==> config.mk <==
export PLATFORM = sky130hd
export DESIGN_NAME = dtree_walk_ctrl
export DESIGN_NICKNAME = d
export VERILOG_FILES = /design/src/rtl/dtree_walk_ctrl.sv
export SDC_FILE = /design/constraint.sdc
export NUM_CORES = 2
export LEC_CHECK = 0
export CAP_MARGIN = 40
export CORE_MARGIN = 5
export CORE_UTILIZATION = 50
export DETAILED_ROUTE_END_ITERATION = 6
export PLACE_DENSITY = 0.72
export RECOVER_POWER = 100
export SETUP_SLACK_MARGIN = 0.05
export SLEW_MARGIN = 20
export SYNTH_ARGS = -nofsm -noshare
export SYNTH_HDL_FRONTEND = slang
export SYNTH_SLANG_ARGS = --single-unit
export TNS_END_PERCENT = 20
==> constraint.sdc <==
create_clock -name clk -period 16.5 [get_ports clk]
set_clock_uncertainty 0.05 [all_clocks]
set_input_delay 1.65 -clock clk [delete_from_list [all_inputs] [get_ports clk]]
set_output_delay 1.65 -clock clk [all_outputs]
set_load 0.02 [all_outputs]
==> src/rtl/dtree_walk_ctrl.sv <==
// dtree_walk_ctrl: walks a programmable decision-tree node table one node per clock, sharing one comparator.
// Optional feature macro DTREE_STATS_EN adds saturating sample / walk-cycle counters with a synchronous clear.
module dtree_walk_ctrl #(
  parameter int NUM_FEAT  = 4,
  parameter int FEAT_W    = 8,
  parameter int CLASS_W   = 2,
  parameter int NODE_AW   = 6,
  parameter int MAX_DEPTH = 16,
  parameter int FIDX_W    = (NUM_FEAT > 1) ? $clog2(NUM_FEAT) : 1,
  parameter int NODE_W    = 1 + FIDX_W + 3 + FEAT_W + 2*NODE_AW
) (
  input  logic                         clk,
  input  logic                         rst_n,
  input  logic                         cfg_we,
  input  logic [NODE_AW-1:0]           cfg_addr,
  input  logic [NODE_W-1:0]            cfg_wdata,
  output logic                         cfg_busy,
  input  logic                         in_valid,
  output logic                         in_ready,
  input  logic [NUM_FEAT*FEAT_W-1:0]   in_x,
  output logic                         out_valid,
  input  logic                         out_ready,
  output logic [CLASS_W-1:0]           out_class,
  output logic                         out_err
`ifdef DTREE_STATS_EN
  ,
  input  logic                         stat_clr,
  output logic [15:0]                  stat_samples,
  output logic [15:0]                  stat_cycles
`endif
);

  localparam int DEPTH_W  = $clog2(MAX_DEPTH + 1);
  localparam int TBL_N    = 1 << NODE_AW;
  localparam int THR_LSB  = 2*NODE_AW;
  localparam int PREC_LSB = THR_LSB + FEAT_W;
  localparam int FIDX_LSB = PREC_LSB + 3;

  typedef enum logic [1:0] {
    IDLE = 2'd0,
    WALK = 2'd1,
    DONE = 2'd2
  } state_t;

  state_t                       state;
  state_t                       state_next;
  logic [NODE_W-1:0]            node_tbl [TBL_N];
  logic [NODE_AW-1:0]           ptr;
  logic [NODE_AW-1:0]           ptr_next;
  logic [DEPTH_W-1:0]           depth;
  logic [DEPTH_W-1:0]           depth_next;
  logic [CLASS_W-1:0]           class_q;
  logic [CLASS_W-1:0]           class_next;
  logic                         err_q;
  logic                         err_next;
  logic [NUM_FEAT*FEAT_W-1:0]   x_q;
  logic                         accept;
  logic                         tbl_we;

  logic [NODE_W-1:0]            node;
  logic                         node_leaf;
  logic [FIDX_W-1:0]            node_fidx;
  logic [2:0]                   node_prec;
  logic [FEAT_W-1:0]            node_thr;
  logic [NODE_AW-1:0]           node_left;
  logic [NODE_AW-1:0]           node_right;
  logic [FEAT_W-1:0]            feat_val;
  logic                         go_left;

  // Keep only the top (prec+1) bits of the feature, right-aligned (zero-extended).
  function automatic logic [FEAT_W-1:0] prec_field(input logic [FEAT_W-1:0] v,
                                                   input logic [2:0] prec);
    int p;
    p = int'(prec) + 1;
    if (p >= FEAT_W) return v;
    return v >> (FEAT_W - p);
  endfunction

  function automatic logic [15:0] sat_inc(input logic [15:0] v, input logic en);
    if (en && (v != 16'hFFFF)) return v + 16'd1;
    return v;
  endfunction

  assign in_ready  = (state == IDLE);
  assign cfg_busy  = (state != IDLE);
  assign out_valid = (state == DONE);
  assign out_class = class_q;
  assign out_err   = err_q;
  assign accept    = in_valid && (state == IDLE);
  assign tbl_we    = cfg_we && (state == IDLE);

  assign node       = node_tbl[ptr];
  assign node_leaf  = node[NODE_W-1];
  assign node_fidx  = node[FIDX_LSB +: FIDX_W];
  assign node_prec  = node[PREC_LSB +: 3];
  assign node_thr   = node[THR_LSB +: FEAT_W];
  assign node_left  = node[NODE_AW +: NODE_AW];
  assign node_right = node[0 +: NODE_AW];

  // Out-of-range feature indices fall through to feature 0.
  always_comb begin
    feat_val = x_q[0 +: FEAT_W];
    for (int i = 1; i < NUM_FEAT; i++) begin
      if (int'(node_fidx) == i) feat_val = x_q[i*FEAT_W +: FEAT_W];
    end
  end

  assign go_left = (prec_field(feat_val, node_prec) <= node_thr);

  // Node table: cleared by reset, writable only while idle.
  always_ff @(posedge clk or negedge rst_n) begin
    if (!rst_n) begin
      for (int i = 0; i < TBL_N; i++) node_tbl[i] <= '0;
    end else if (tbl_we) begin
      node_tbl[cfg_addr] <= cfg_wdata;
    end
  end

  always_ff @(posedge clk) begin
    if (accept) x_q <= in_x;
  end

  always_ff @(posedge clk or negedge rst_n) begin
    if (!rst_n) begin
      state   <= IDLE;
      ptr     <= '0;
      depth   <= '0;
      class_q <= '0;
      err_q   <= 1'b0;
    end else begin
      state   <= state_next;
      ptr     <= ptr_next;
      depth   <= depth_next;
      class_q <= class_next;
      err_q   <= err_next;
    end
  end

  always_comb begin
    state_next = state;
    ptr_next   = ptr;
    depth_next = depth;
    class_next = class_q;
    err_next   = err_q;
    unique case (state)
      IDLE: begin
        if (in_valid) begin
          state_next = WALK;
          ptr_next   = '0;
          depth_next = '0;
        end
      end
      WALK: begin
        if (node_leaf) begin
          class_next = node_thr[CLASS_W-1:0];
          err_next   = 1'b0;
          state_next = DONE;
        end else if (depth == DEPTH_W'(MAX_DEPTH - 1)) begin
          // This visit would reach the depth limit: abort the walk.
          class_next = '0;
          err_next   = 1'b1;
          depth_next = depth + 1'b1;
          state_next = DONE;
        end else begin
          ptr_next   = go_left ? node_left : node_right;
          depth_next = depth + 1'b1;
        end
      end
      DONE: begin
        if (out_ready) state_next = IDLE;
      end
      default: state_next = IDLE;
    endcase
  end

`ifdef DTREE_STATS_EN
  logic [15:0] samples_q;
  logic [15:0] cycles_q;

  always_ff @(posedge clk or negedge rst_n) begin
    if (!rst_n) begin
      samples_q <= '0;
      cycles_q  <= '0;
    end else if (stat_clr) begin
      samples_q <= '0;
      cycles_q  <= '0;
    end else begin
      samples_q <= sat_inc(samples_q, (state == DONE) && out_ready);
      cycles_q  <= sat_inc(cycles_q, (state == WALK));
    end
  end

  assign stat_samples = samples_q;
  assign stat_cycles  = cycles_q;
`endif

endmodule

### Word level (Yosys, flattened, before mapping)

Index checks and enable logic that the tools add are counted.

| cells by class | value |
|---|---|
| bitwise gates (word level) | 2 |
| magnitude comparators | 5 |
| multiplexer cells | 29 |
| add/subtract/negate cells | 3 |
| reduce and logical (&&, ||, !) cells | 11 |
| equality and inequality tests | 11 |
| shift-type cells | 1 |

Operator list:

| kind | number |
|---|---|
| $bwmux 1664 | 1 |
| $bmux 26 s6 | 1 |
| $demux 26 s6 | 1 |
| $mux 26 | 3 |
| $mux 8 | 5 |
| $shr 8x32->8 | 1 |
| $mux 6 | 4 |
| $ge 7x7->1 const B | 2 |
| $not 6->7 | 2 |
| $mux 2 | 6 |
| $pmux 6 s2 | 1 |
| $mux 5 | 2 |
| $pmux 5 s2 | 1 |
| $le 8x8->1 | 1 |
| $lt 7x1->1 const B | 1 |
| $eq 2x2->1 const B | 3 |
| $ne 2x2->1 const B | 3 |
| $pmux 2 s3 | 1 |
| $reduce_and 3->1 | 2 |
| $reduce_bool 2->1 | 3 |
| $add 5x1->5 const B | 1 |
| $eq 5x4->1 const B | 1 |
| $sub 4x4->5 const A | 1 |
| $add 3x1->4 const B | 1 |
| other kinds (9) | 14 |

| word-level totals | value |
|---|---|
| output and inout port bits | 6 |
| logic and storage cells | 132 |
| flip-flop bits (word level) | 1712 |

### Depth between registers and ports, before layout

| depth | value |
|---|---|
| depth after elaboration | 15 |
| mapped depth | 27 |
| mapped depth without buffers | 20 |

### Worst setup path before layout

OpenSTA, ideal clock, no wires.

| timing | value |
|---|---|
| path type | register -> register |
| start point | register ptr[1] |
| end point | register ptr[5] |
| path buffers | 4 |
| setup time | 0.146 ns |
| period minus slack after synthesis | 5.672 ns |
| stages on the path, launching flop included | 23 |
| arrival time | 5.475 ns |
| path slack | 10.828 ns |
| data required time | 16.304 ns |
| cell sequence | dfrtp_1 > buf_4 > buf_4 > buf_4 > mux4_2 > mux4_2 > o21ai_0 > o32a_1 > inv_1 > buf_2 > ha_1 > o31ai_1 > o22a_1 > o21ai_0 > a211o_1 > ha_1 > nand3_1 > o22ai_1 > o21bai_1 > a22oi_1 > mux4_2 > a21boi_1 > o21ai_1 |

| on the way | value |
|---|---|
| word-level cells in the longest chain between the ends | 15 |
| elaborated cells on any way between the ends | 24 |

RTL lines:

| element | line | text |
|---|---|---|
| start: declaration | 48 | `logic [NODE_AW-1:0] ptr;` |
| start signal: assignment | 132 | `ptr <= ptr_next;` |
| $not 6->7 (not written as such) * | 92 | `assign node = node_tbl[ptr];` |
| $bmux 26 s6 * | 92 |  |
| $mux 26 (not written as such) * (2 in series) | 92 |  |
| branches (longest 11 deep; another with $le 8x8->1) | n/a |  |

Every way passes the cells marked *. The select of a mux whose other input is x is not followed.
A chain may end at the register's enable or synchronous reset.

==> flow_summary.toml <==
[synthesis]
synth_top_area_share_pct = 53.9
syn-cell-area_sq_um = 77900
async_flop_share_pct = 98.1
synth_commonest_cells = "dfrtp_1 (1680), mux2_2 (1675), mux4_2 (506), clkbuf_1 (313), nand2_1 (68)"
postSynthCellCount = 4733
synth_fa_ha_area_share_pct = 0.177
ys_seq_area_share_pct = 55.2
synth_nets = 4813
synth-edff-count = 32
synth_area_leaders = "dfrtp_1 (54%), mux2_2 (24%), mux4_2 (15%)"
synth_most_common_cell = "dfrtp_1"
ys_seq_elements = 1712
synth_mux_area_share_pct = 39.8
synth_top_family_by_area = "multiplexers"
yosys_most_used_dff = "dfrtp_1"
synth_xor_area_share_pct = 0.0112
ys_warn_count = 0
yosysUniqueCellTypes = 73
yosys.area_share.simple_pct = 1.23
synth_area_leader_cell = "dfrtp_1"
synth_compound_area_share_pct = 0.902
syn_avg_cell_area_sq_um = 16.5

[run_status]
violations = "capacitance limit, slew limit"
status = "finished with violations"

[grt]
grt_max_degree = 191
grt_pass1_vias = 45948
antenna_found_initial = 15
track_usage_pct = 25.3
gr-total-overflow = 0
grt_pass1_wl_um = 309000

[die]
die_y_um = 405
ios = 75
core_area_sq_um = 155000
initial_core_util_pct = 50.4
dieArea_sq_um = 164000
die_x_um = 405
rows = 144

[clocking]
post-cts-setup-buffers = 0
cts_hold_repair.buffers = 0
htreeDepth = 4
cts_buffers = 173
clock_latency_ns = 0.79
clock_sink_count = 1712
clock-root-buffer = "clkbuf_16"
cts_buffer_depth = 3
ctsResizeCount = 0
path_clk_slew_ns = 0.06
cts_tree = "done"

[routing]
drc = 0
avgRoutedWirePerCell_um = 29.7
num_vias = 43286
routed_via_density = 6.30
drt_iter0_drc = 3589
ant_nets = 0
dr.pass1.iters = 5
wl_um = 204000

[timing]
fin_crit_ns = 10.55
max_freq_ghz = 0.0947
finalWorstSetupSlack_ns = 5.95
worstMarginPinSlew_ns = 9.40
min_period_over_period_pct = 64.0
setup_violations = 0
slew_headroom_pct = -527
final-max-slew-violation-count = 1505
rsz0062_at_grt = "false"
hold_viol = 0
whs_ns = 0.447
setup_tns_ns = 0

[place]
place_ws_ns = 8.37
place_congestion = 0.881
port_buffers = 74
hpwl_um = 122000

[critical_path]
ff2ff_path_depth = 15
critPathKind = "primary input to async pin"
cp.required_ns = 16.69
worstPathArrival_ns = 10.74
crit_path_start_kind = "primary input"
crit_path_end_kind = "async pin"
crit_fanout = 169

[cells_and_area]
fin_nets = 4759
area_growth_pct = 10.8
post_route_cells_drive_above_1_share_pct = 53.5

[pwr]
cellLeakagePower_nw = 40.7
intPower_mw = 7.72
switching_share_pct = 24.6
power_density_nw_per_um2 = 118
p_seq_share_pct = 47.7
p_switching_mw = 2.51
combPwrFrac_pct = 13.1
p_clk_share_pct = 39.2
ir_worst_vdd_v = 0.000110

[worst_hold_path]
hold_depth = 1
hold_class = "flip-flop to flip-flop"

[job]
max-cap-violations = 62
[power by group through the flow]
| stage | logic (mW) | clock network (mW) | registers, mW |
|---|---|---|---|
| floorplan | 0.962 | 0 | 4.86 |
| global placement | 1.29 | 0 | 4.94 |
| detailed placement | 1.35 | 0 | 4.95 |
| CTS | 1.35 | 4.08 | 4.88 |
| global route | 1.45 | 4.25 | 4.93 |
| finish | 1.34 | 4.01 | 4.88 |
[critical path, stage by stage]
cell	delay, ns
clkbuf_1	6.42
clkbuf_1	0.93
clkbuf_1	1.53
[stage by stage]
step	total power, mW	std cells	area, sq um	utilization [%]
after floorplan	5.83	4733	77900	-
after global placement	6.22	6490	80200	51.9
after detailed placement	6.30	6537	81200	52.5
after CTS	10.3	6844	87000	56.3
after global routing	10.6	6855	86300	55.9
final	10.2	6868	86400	55.9
[layer usage]
| metal | GRT usage (%) | wire, um |
|---|---|---|
| met2 | 40.3 | 96400 |
| met3 | 4.69 | 12600 |
| met5 | 0 | 13 |
| met1 | 35.3 | 86900 |
| met4 | 9.14 | 8150 |
[state kept, by name (all words and copies together) (netlist names)]
signal	flops
node_tbl	1664
x_q	32
ptr	6
depth	5
out_class	2
state	2
out_err	1
[cell families (layout without fill, tap and decap cells)]
kind of cell,after synthesis,count (layout)
other,0,13
multiplexers,2241,2241
AND/OR/NAND/NOR,200,200
buffers and inverters,479,557
XOR/XNOR,1,1
AO/OA/AOI/OAI,89,89
flip-flops,1712,1712
adder cells (fa/ha/maj),11,11
[final cells by class]
type / count / area, sq um
Fill cell: 11953 / 68200
Sequential cell: 1712 / 43000
Multi-Input combinational cell: 2542 / 32900
Clock buffer: 261 / 5240
Tap cell: 2044 / 2560
Timing Repair Buffer: 228 / 1950
Clock inverter: 46 / 582
Inverter: 22 / 82.6
Antenna cell: 13 / 32.5
[path summary, 6_finish.rpt]
kind	start	endpoint	slack (ns)
min in group asynchronous	rst_n	node_tbl[139]	4.52
worst max-delay path	rst_n	ptr[1]	5.95
worst max register to register	ptr[0]	ptr[5]	7.16
max in group clk	ptr[0]	ptr[5]	7.16
worst min-delay path	node_tbl[1611]	node_tbl[1611]	0.45
worst min register to register	node_tbl[1611]	node_tbl[1611]	0.45
[placed cells by master (no fill, tap or decap), types with 5 or more instances in the layout]
| cell | instances |
|---|---|
| nor2b_1 | 10 |
| a22oi_1 | 7 |
| nand3b_1 | 5 |
| nand2_1 | 63 |
| clkbuf_1 | 118 |
| mux4_1 | 12 |
| o211ai_1 | 6 |
| mux2i_1 | 48 |
| dlygate4sd3_1 | 42 |
| clkbuf_8 | 47 |
| mux2_2 | 1674 |
| a22o_1 | 7 |
| buf_12 | 20 |
| nand2_2 | 5 |
| clkbuf_16 | 178 |
| edfxtp_1 | 32 |
| buf_4 | 41 |
| clkdlybuf4s50_1 | 5 |
| and3_1 | 8 |
| o21ai_0 | 12 |
| nor3_1 | 7 |
| nor2_1 | 40 |
| diode_2 | 13 |
| ha_1 | 11 |
| dfrtp_1 | 1676 |
| and2_1 | 7 |
| bufinv_16 | 12 |
| a21oi_1 | 5 |
| nand4_1 | 5 |
| buf_16 | 12 |
| nand3_1 | 19 |
| mux4_2 | 506 |
| buf_2 | 26 |
| inv_1 | 20 |
| clkinv_2 | 25 |
| nor2_4 | 6 |
Power figures use the tool's default switching activity.
